**config.mk**
```make
export PLATFORM = sky130hd
export DESIGN_NAME = fpu_mem_arbiter
export DESIGN_NICKNAME = d
export VERILOG_FILES = /design/src/rtl/fpu_mem_arbiter_pkg.sv /design/src/rtl/fpu_mem_arbiter_rr_picker.sv /design/src/rtl/fpu_mem_arbiter.sv
export SDC_FILE = /design/constraint.sdc
export NUM_CORES = 1
export LEC_CHECK = 0
export CORE_AREA = 8 8 155 157
export CTS_CLUSTER_SIZE = 14
export DETAILED_ROUTE_END_ITERATION = 8
export DIE_AREA = 0 0 163 165
export PLACE_DENSITY = 0.59
export SETUP_SLACK_MARGIN = 0.4
export SLEW_MARGIN = 10
export SYNTH_ARGS = -nofsm -noshare
export SYNTH_HDL_FRONTEND = slang
export SYNTH_SLANG_ARGS = --single-unit
```
**constraint.sdc**
```tcl
create_clock -name clk -period 2.4 [get_ports clk]
set_clock_uncertainty 0.05 [all_clocks]
set_input_delay 0.36 -clock clk [delete_from_list [all_inputs] [get_ports clk]]
set_output_delay 0.36 -clock clk [all_outputs]
set_load 0.02 [all_outputs]
```
**src/rtl/fpu_mem_arbiter_pkg.sv**
```systemverilog
// Shared types for the FPU memory arbiter: FSM state, request record, default widths
// and the round-robin wrap helper.
package fpu_mem_pkg;

  localparam int DEF_ADDR_W = 32;
  localparam int DEF_DATA_W = 32;

  typedef enum logic [1:0] {
    IDLE    = 2'd0,
    GRANT   = 2'd1,
    RELEASE = 2'd2
  } arb_state_t;

  typedef struct packed {
    logic                  r_en;
    logic                  w_en;
    logic [DEF_ADDR_W-1:0] ptr;
    logic [DEF_DATA_W-1:0] data_store;
  } mem_req_t;

  function automatic int unsigned rr_wrap(input int unsigned idx, input int unsigned n);
    if (idx + 32'd1 >= n) begin
      return 32'd0;
    end else begin
      return idx + 32'd1;
    end
  endfunction

endpackage

```
**src/rtl/fpu_mem_arbiter_rr_picker.sv**
```systemverilog
// Combinational round-robin selector: first set request at or after i_ptr, modulo N.
module rr_picker
  import fpu_mem_pkg::*;
#(
  parameter int N  = 4,
  parameter int IW = $clog2(N)
) (
  input  logic [N-1:0]  i_req,
  input  logic [IW-1:0] i_ptr,
  output logic          o_valid,
  output logic [IW-1:0] o_idx
);

  // scan from farthest to nearest so the nearest requester wins
  always_comb begin
    o_valid = 1'b0;
    o_idx   = {IW{1'b0}};
    for (int k = N - 1; k >= 0; k--) begin
      if (i_req[(int'(i_ptr) + k) % N]) begin
        o_valid = 1'b1;
        o_idx   = IW'((int'(i_ptr) + k) % N);
      end else begin
        o_valid = o_valid;
      end
    end
  end

endmodule

```
**src/rtl/fpu_mem_arbiter.sv**
```systemverilog
// Round-robin sharing of one memory port among NUM_CLIENTS FPU op engines.
// Optional GRANT watchdog enabled by defining FPU_MEM_ARB_TIMEOUT_EN.
module fpu_mem_arbiter
  import fpu_mem_pkg::*;
#(
  parameter int NUM_CLIENTS = 4,
  parameter int ADDR_W      = DEF_ADDR_W,
  parameter int DATA_W      = DEF_DATA_W
`ifdef FPU_MEM_ARB_TIMEOUT_EN
  , parameter int TIMEOUT   = 1024
`endif
) (
  input  logic                          clk,
  input  logic                          rst,
  input  logic [NUM_CLIENTS-1:0]        cli_avail,
  input  logic [NUM_CLIENTS-1:0]        cli_r_en,
  input  logic [NUM_CLIENTS-1:0]        cli_w_en,
  input  logic [NUM_CLIENTS*ADDR_W-1:0] cli_ptr,
  input  logic [NUM_CLIENTS*DATA_W-1:0] cli_data_store,
  output logic [NUM_CLIENTS-1:0]        cli_done,
  output logic [DATA_W-1:0]             cli_data_load,
  output logic                          mem_avail,
  output logic                          mem_r_en,
  output logic                          mem_w_en,
  output logic [ADDR_W-1:0]             mem_ptr,
  output logic [DATA_W-1:0]             mem_data_store,
  input  logic                          mem_done,
  input  logic [DATA_W-1:0]             mem_data_load,
  output logic [$clog2(NUM_CLIENTS)-1:0] grant_id,
  output logic                          busy,
  output logic                          err_timeout
);

  localparam int IW = $clog2(NUM_CLIENTS);

  arb_state_t         r_state;
  logic [IW-1:0]      r_rr_ptr;
  logic [IW-1:0]      r_grant_id;
  logic               r_mem_avail;
  logic               r_mem_r_en;
  logic               r_mem_w_en;
  logic [ADDR_W-1:0]  r_mem_ptr;
  logic [DATA_W-1:0]  r_mem_data_store;
  logic               r_busy;

  logic [NUM_CLIENTS-1:0] w_req;
  logic                   w_pick_valid;
  logic [IW-1:0]          w_pick_idx;
  logic                   w_timeout;
  logic                   w_finish;

  assign w_req    = cli_avail & (cli_r_en | cli_w_en);
  assign w_finish = (r_state == GRANT) && (mem_done || w_timeout);

  rr_picker #(.N(NUM_CLIENTS), .IW(IW)) u_picker (
    .i_req   (w_req),
    .i_ptr   (r_rr_ptr),
    .o_valid (w_pick_valid),
    .o_idx   (w_pick_idx)
  );

`ifdef FPU_MEM_ARB_TIMEOUT_EN
  localparam int CNT_W = $clog2(TIMEOUT + 1);
  logic [CNT_W-1:0] r_cnt;
  logic             r_err;

  assign w_timeout   = (r_state == GRANT) && !mem_done && (r_cnt == CNT_W'(TIMEOUT - 1));
  assign err_timeout = r_err;

  // GRANT cycle counter and sticky timeout flag
  always_ff @(posedge clk) begin
    if (rst) begin
      r_cnt <= {CNT_W{1'b0}};
      r_err <= 1'b0;
    end else if (r_state == GRANT) begin
      r_cnt <= r_cnt + CNT_W'(1);
      if (w_timeout) begin
        r_err <= 1'b1;
      end
    end else begin
      r_cnt <= {CNT_W{1'b0}};
    end
  end
`else
  assign w_timeout   = 1'b0;
  assign err_timeout = 1'b0;
`endif

  // done goes straight to the granted client; suppressed while reset abandons the grant
  always_comb begin
    cli_done = {NUM_CLIENTS{1'b0}};
    if (!rst && w_finish) begin
      cli_done[r_grant_id] = 1'b1;
    end else begin
      cli_done = {NUM_CLIENTS{1'b0}};
    end
  end

  assign cli_data_load = w_timeout ? {DATA_W{1'b0}} : mem_data_load;

  // arbitration FSM with registered memory-side request
  always_ff @(posedge clk) begin
    if (rst) begin
      r_state          <= IDLE;
      r_rr_ptr         <= {IW{1'b0}};
      r_grant_id       <= {IW{1'b0}};
      r_mem_avail      <= 1'b0;
      r_mem_r_en       <= 1'b0;
      r_mem_w_en       <= 1'b0;
      r_mem_ptr        <= {ADDR_W{1'b0}};
      r_mem_data_store <= {DATA_W{1'b0}};
      r_busy           <= 1'b0;
    end else begin
      case (r_state)
        IDLE: begin
          if (w_pick_valid) begin
            r_grant_id       <= w_pick_idx;
            r_mem_ptr        <= cli_ptr[int'(w_pick_idx)*ADDR_W +: ADDR_W];
            r_mem_data_store <= cli_data_store[int'(w_pick_idx)*DATA_W +: DATA_W];
            r_mem_w_en       <= cli_w_en[w_pick_idx];
            r_mem_r_en       <= cli_r_en[w_pick_idx] & ~cli_w_en[w_pick_idx];
            r_mem_avail      <= 1'b1;
            r_busy           <= 1'b1;
            r_state          <= GRANT;
          end
        end
        GRANT: begin
          if (w_finish) begin
            r_mem_avail <= 1'b0;
            r_mem_r_en  <= 1'b0;
            r_mem_w_en  <= 1'b0;
            r_rr_ptr    <= IW'(rr_wrap(32'(r_grant_id), 32'(NUM_CLIENTS)));
            r_state     <= RELEASE;
          end
        end
        RELEASE: begin
          r_busy  <= 1'b0;
          r_state <= IDLE;
        end
        default: begin
          r_busy  <= 1'b0;
          r_state <= IDLE;
        end
      endcase
    end
  end

  assign mem_avail      = r_mem_avail;
  assign mem_r_en       = r_mem_r_en;
  assign mem_w_en       = r_mem_w_en;
  assign mem_ptr        = r_mem_ptr;
  assign mem_data_store = r_mem_data_store;
  assign grant_id       = r_grant_id;
  assign busy           = r_busy;

endmodule

```
==> results.md, run 1 <==
- Status: finished clean
- CTS tree: built
- Worst-path fanout max: 5
- Max-slew violations: 0
- DR vias: 5054
- Largest area contributor in the netlist: dfxtp_1
- Cell Pwr Density: 555 nW/µm²
- Initial antenna violation count: 2
- CTS Buf Count: 9
- Fin Setup TNS: 0 ns
- Register bit total from synthesis: 74
- Final setup violation count: 0
- Synth top area share: 30.4%
- Post-Syn Area: 4870 µm²
- Via density: 4.68
- I/O Pins: 410
- Vias in the first global route: 5533
- HPWL after detailed placement: 17.2 mm
- Yosys Warn Count: 0
- CTS max path bufs: 2
- Post-route insts no fill: 1079
- Ratio of cells with drive above 1 in the final layout: 11.5%
- Most common cell in the synthesized netlist: mux2i_1
- Num rows: 54
- Commonest cells in the synthesized netlist: mux2i_1 (132), dfxtp_1 (74), nand3b_1 (65)
- Routed Antenna Nets: 0
- Period utilization: 80.3%
- GRT Total Usage: 15.4%
- WL final: 21.6 mm
- Dpl cells: 1055
- Clock Latency Late Sink: 0.34 ns
- Worst min path class: in -> reg
- Area Overhead vs Synth: 85.5%
- Die height: 165 µm
- Initial Utilization: 22.7%
- Area contributors post-synth: dfxtp_1 (30%), mux2i_1 (27%), o221ai_1 (11%), nand3b_1 (10%), buf_4 (6.5%)
- Hold buffers post-CTS: 0
- Nets@finish: 1099
- DIE WIDTH: 163 µm
- Unrepaired setup endpoints after global routing: false
- Worst-case vdd ir drop: 0.000333 V
- Clk sinks: 74
- Post-synthesis sequential area ratio: 30.4%
- Root buffer cell: clkbuf_16
- Initial DRT Pass Iterations: 4
- Fmax: 0.519 GHz
- Htree depth: 3
- Final Critical Period: 1.93 ns
- Final RePlAce weighted congestion: 0.744
- Die area: 26900 µm²
- Worst setup path category: in -> out
- Asr flop ratio synth: 0%
- Startpoint types: input pin
- First-pass GRT wire length: 32.0 mm
- Fill cells: 2114
- Leakage: 3.42 nW
- Grt total ovfl: 0
- PortBufs: 344
- DR WL/cell: 20.0 µm
- Post-synth cell types: 35
- Post-synth EDFFs: 0
- Final Hold Viols: 0
- Avg Cell Area, Syn: 10.5 µm²
- Critical Path Sink Type: output port
- Largest net degree at the start of global routing: 45
- DRC viols: 0
- Max-cap violations: 0
- Synth Flop Type: dfxtp_1
- Syn nets: 773
- Syn Inst Count: 466
- Core outline area: 21500 µm²
- Critical Path RT: 1.99 ns
- Number of DRC markers in iteration 0: 214
- CTS clock-pin slew for the worst setup and hold paths: 0.07 ns
- CP arrival: 1.52 ns
## layout make-up
| cell class | count | area, µm² | area share (%) |
|---|---|---|---|
| multi-input combinational | 313 | 2830 | 31.3 |
| sequential | 74 | 1490 | 16.4 |
| inverter | 3 | 11.3 | 0.125 |
| clock buffer | 10 | 229 | 2.53 |
| antenna | 2 | 5.00 | 0.0554 |
| clock inverter | 6 | 91.3 | 1.01 |
| timing repair buffer | 391 | 4040 | 44.6 |
| tap | 280 | 350 | 3.87 |
## worst paths after layout
kind	start	end	slack (ns)	cells past startpoint
max reg2reg	r_rr_ptr[1]$_SDFFE_PP0P_	mem_w_en$_SDFFE_PP0P_	0.53	6
min reg2reg	mem_avail$_SDFFE_PP0P_	mem_avail$_SDFFE_PP0P_	0.41	2
max	mem_done	cli_done[1]	0.47	5
min	rst	r_state[1]$_SDFFE_PP0P_	0.16	2
## per-layer routing
metal	GRT usage, %	wire [µm]	vias up
li1	-	-	2427
met2	25.7	10500	241
met4	6.09	584	0
met3	6.21	2060	45
met1	17.3	8510	2341
met5	0	0	-
## cell families (layout without fill, tap and decap cells)
group | count (synthesis) | after routing | share of synthesized area [%]
compound gates | 85 | 85 | 15.9
fa+ha+maj | 4 | 4 | 1.03
buf+inv | 79 | 410 | 12.4
flops | 74 | 74 | 30.4
mux | 134 | 134 | 27.6
other cells | 1 | 3 | 0.0769
simple gates | 89 | 89 | 12.7
## worst max-delay path, cell delays in order
cell and delay, ns:
clkdlybuf4s50_1 0.48, nand3b_1 0.12, nor2_2 0.15, and2_1 0.14, clkdlybuf4s15_2 0.26
## cell usage in the layout (no fill, tap or decap), types with 3 or more instances in the layout
| cell type | synthesis | final |
|---|---|---|
| a21oi_1 | 5 | 4 |
| and2_1 | 5 | 5 |
| buf_12 | 0 | 17 |
| buf_4 | 42 | 24 |
| buf_6 | 2 | 4 |
| clkbuf_16 | 0 | 9 |
| clkbuf_2 | 0 | 3 |
| clkdlybuf4s15_2 | 0 | 3 |
| clkdlybuf4s50_1 | 0 | 327 |
| clkinv_4 | 0 | 3 |
| dfxtp_1 | 74 | 73 |
| dlygate4sd2_1 | 0 | 5 |
| dlymetal6s2s_1 | 0 | 3 |
| ha_1 | 4 | 4 |
| inv_1 | 3 | 3 |
| mux2i_1 | 132 | 128 |
| mux2i_2 | 0 | 3 |
| nand3b_1 | 65 | 65 |
| nor2_1 | 7 | 6 |
| o21a_1 | 4 | 4 |
| o21ai_0 | 3 | 3 |
| o221ai_1 | 59 | 59 |
| o221ai_2 | 6 | 6 |
## report_power, final
group          switching, mW  internal, mW
registers             0.0945          1.40
clock network          0.583         0.916
logic                  0.866          1.16
## metrics by stage
| step | hold slack, ns | utilization, % | total power, mW | setup WS, ns | area [µm²] |
|---|---|---|---|---|---|
| 6_report | 0.161 | 42.1 | 5.02 | 0.473 | 9040 |
| 5_1_grt | 0.140 | 42.1 | 5.29 | 0.400 | 9040 |
| 4_1_cts | 0.146 | 41.9 | 5.10 | 0.401 | 9010 |
| 3_5_place_dp | 0.399 | 39.9 | 3.52 | -0.171 | 8570 |
| 3_3_place_gp | 0.393 | 39.9 | 3.51 | -0.120 | 8570 |
| 2_1_floorplan | 0.378 | - | 2.52 | 0.513 | 4870 |
## flip-flops by register name, indices dropped and copies added (netlist names)
| signal | cells |
|---|---|
| mem_r_en | 1 |
| mem_avail | 1 |
| mem_w_en | 1 |
| r_state | 2 |
| r_rr_ptr | 2 |
| busy | 1 |
| grant_id | 2 |
| mem_ptr | 32 |
| mem_data_store | 32 |
## repair_timing
item	in CTS	in global routing
gates resized for setup	34	14
setup buffers	3	2
setup endpoints to repair	69	61
cloned	1	0
hold endpoints to repair	0	0
pin swaps	7	8
No activity file was read; power rests on OpenSTA's default activity.
==> run 2: changes to the inputs <==
Settings changed: CORE_AREA 8 8 155 157 to 8 8 153 155, DIE_AREA 0 0 163 165 to 0 0 161 163, PLACE_DENSITY 0.59 to 0.63.
Clock period 2.4 ns to 1.75 ns, I/O delays scaled along.
==> run 2 against run 1 <==
  * The flow now finishes with violations (setup timing)
  * Largest power group unchanged
  * Global-route usage is 1.7 points higher
  * Wire length increased by 7.8%
  * Critical endpoint is now mem_data_store[0]$_SDFFE_PP0P_
  * Highest routed layer unchanged
  * Via count rose by 4.5%
==> results.md, run 2 (synthesized netlist as in run 1, its figures left out) <==
- Initial antenna violation count: 0 (was 2)
- PortBufs: 344 (unchanged)
- Worst setup path category: reg -> reg (was in -> out)
- Hold buffers post-CTS: 0 (unchanged)
- Register Area: 1490 µm² (about the same)
- Min-Delay Path Depth: 3 (was 2)
- Root buffer cell: clkbuf_16 (unchanged)
- Critical Path Sink Type: flip-flop (was output port)
- Leading cell type in the layout, fill and taps excluded: clkdlybuf4s50_1 (unchanged)
- Max-slew violations: 0 (unchanged)
- CP cell instances: o211ai_1 > a21oi_2 > a211oi_4 > buf_6 > buf_12 > buf_12 > clkbuf_16 > mux2i_2 > o221ai_1 (was clkdlybuf4s50_1 > nand3b_1 > nor2_2 > and2_1 > clkdlybuf4s15_2)
- Bufs and invs on worst path: 4 (was 2)
- CP arrival: 2.12 ns (was 1.52 ns)
- Combinational share of power: 43.4% (was 40.4%)
- DRC viols: 0 (unchanged)
- Leakage: 3.82 nW (was 3.42 nW)
- Cell Pwr Density: 745 nW/µm² (was 555 nW/µm²)
- CP delay by family, top: compound AO/OA/AOI/OAI gates (was buffers and inverters)
- Vias in the first global route: 5961 (was 5533)
- Die area: 26200 µm² (was 26900 µm²)
- Routed Antenna Nets: 0 (unchanged)
- CTS Buf Count: 9 (unchanged)
- Critical path depth: 9 (was 5)
- Failing checks: setup timing
- Crit-path slowest cell: dfxtp_4 (was clkdlybuf4s50_1)
- CTS tree: built (unchanged)
- Worst-case vdd ir drop: 0.000426 V (was 0.000333 V)
- Total design power: 7.28 mW (was 5.02 mW)
- Initial Utilization: 23.4% (was 22.7%)
- Die height: 163 µm (was 165 µm)
- Dpl cells: 1050 (was 1055)
- Htree depth: 3 (unchanged)
- Grt total ovfl: 0 (unchanged)
- Switching portion of total power: 30.7% (about the same)
- Setup ws final: -0.209 ns (was 0.473 ns)
- First-pass GRT wire length: 35.0 mm (was 32.0 mm)
- Area Overhead vs Synth: 101% (was 85.5%)
- Reg power frac: 28.2% (was 29.8%)
- DR vias: 5283 (was 5054)
- Core outline area: 20800 µm² (was 21500 µm²)
- HPWL after detailed placement: 16.6 mm (was 17.2 mm)
- I/O Pins: 410 (unchanged)
- Critical Path RT: 1.91 ns (was 1.99 ns)
- Nets@finish: 1137 (was 1099)
- Ant diodes: 0 (was 2)
- Worst-path fanout max: 7 (was 5)
- Unrepaired setup endpoints after global routing: true (was false)
- Fmax: 0.511 GHz
- Worst min path class: in -> reg (unchanged)
- Clock Latency Late Sink: 0.33 ns (was 0.34 ns)
- Worst path max stage delay: 0.37 ns (was 0.48 ns)
- Cell-internal power: 5.04 mW (was 3.48 mW)
- Fill cells: 1955 (was 2114)
- R2R depth: 9 (was 6)
- Most frequent CP cell: buf_12
- Post-route insts no fill: 1109 (was 1079)
- Startpoint types: flip-flop (was input pin)
- Max-cap violations: 0 (unchanged)
- DR WL/cell: 21.0 µm (was 20.0 µm)
- CTS clock-pin slew for the worst setup and hold paths: 0.06 ns (was 0.07 ns)
- WL final: 23.3 mm (was 21.6 mm)
- Final Critical Period: 1.96 ns
- Initial DRT Pass Iterations: 5 (was 4)
- Switching power total: 2.24 mW (was 1.54 mW)
- Ratio of cells with drive above 1 in the final layout: 27.0% (was 11.5%)
- Clk sinks: 74 (unchanged)
- CTS max path bufs: 2 (unchanged)
- Most frequent cells in the layout: clkdlybuf4s50_1 (256), mux2i_1 (103), dfxtp_1 (70) (was clkdlybuf4s50_1 (327), mux2i_1 (128), dfxtp_1 (73))
- Period utilization: 112%
- Final setup violation count: 66 (was 0)
- Number of DRC markers in iteration 0: 244 (was 214)
- Final Hold Viols: 0 (unchanged)
- Largest net degree at the start of global routing: 41 (was 45)
- Area of the multi-input gates: 3120 µm² (was 2830 µm²)
- GRT Total Usage: 17.1% (was 15.4%)
- Via density: 4.76 (was 4.68)
- Final RePlAce weighted congestion: 0.778 (was 0.744)
- Status: complete, but fails checks (was finished clean)
- Clock power frac: 28.4% (was 29.9%)
- Hold Slack: 0.190 ns (was 0.161 ns)
- Num rows: 53 (was 54)
- DIE WIDTH: 161 µm (was 163 µm)
run 2: cell types whose count changed in the layout (fill, tap and decap cells not counted), moves of 10 or more:
cell,change
clkdlybuf4s50_1,-71
mux2i_1,-25
clkbuf_2,+31
clkdlybuf4s15_1,+26
mux2i_2,+19
buf_6,+23
buf_16,+10
run 2: power by group through the flow:
stage	logic (mW)	clock network, mW	registers [mW]
2_1_floorplan	1.13	0	2.36
3_3_place_gp	2.69	0	2.09
3_5_place_dp	2.69	0	2.09
4_1_cts	3.07	2.14	2.05
5_1_grt	3.35	2.22	2.09
6_report	3.16	2.07	2.06
run 2: final timing paths:
| check | startpoint | endpoint | slack, ns |
|---|---|---|---|
| worst max-delay path | r_rr_ptr[1]$_SDFFE_PP0P_ | mem_data_store[0]$_SDFFE_PP0P_ | -0.21 |
| worst max register to register | r_rr_ptr[1]$_SDFFE_PP0P_ | mem_data_store[0]$_SDFFE_PP0P_ | -0.21 |
| worst min register to register | mem_avail$_SDFFE_PP0P_ | mem_avail$_SDFFE_PP0P_ | 0.43 |
| worst min-delay path | rst | r_state[1]$_SDFFE_PP0P_ | 0.19 |
run 2: what timing repair did:
| action | CTS | global route |
|---|---|---|
| setup endpoints to repair | 145 | 128 |
| setup buffers | 27 | 6 |
| resized for setup | 253 | 116 |
| pin swaps | 23 | 27 |
| gates cloned | 9 | 2 |
run 2: tightest hold or removal path, stage by stage:
cell and delay [ns]:
buf_2 0.11, nor2_4 0.05, buf_6 0.11
run 2: stage by stage:
stage               utilization [%]  setup TNS [ns]  worst slack (ns)  cell area, µm²
finish                         46.9           -9.14            -0.209            9770
global route                   46.9          -13.41            -0.271            9770
global placement               41.0          -39.73            -0.633            8530
detailed placement             41.0          -42.74            -0.688            8530
floorplan                         -               0            0.0452            4960
CTS                            46.3           -8.61            -0.183            9640
run 2: layout make-up:
class	count	share of cell area, %
clock buffer	13	2.66
clock inverter	2	0.614
inverter	3	0.115
multi-input combinational	313	31.9
sequential	74	15.2
tap	275	3.52
timing repair buffer	429	46.0
run 2: per-layer routing:
| layer | vias up | wire length [µm] | track usage (%) |
|---|---|---|---|
| li1 | 2503 | - | - |
| met1 | 2506 | 9230 | 19.3 |
| met2 | 239 | 11700 | 29.4 |
| met3 | 35 | 1860 | 5.92 |
| met4 | 0 | 513 | 6.65 |
| met5 | - | 0 | 0 |
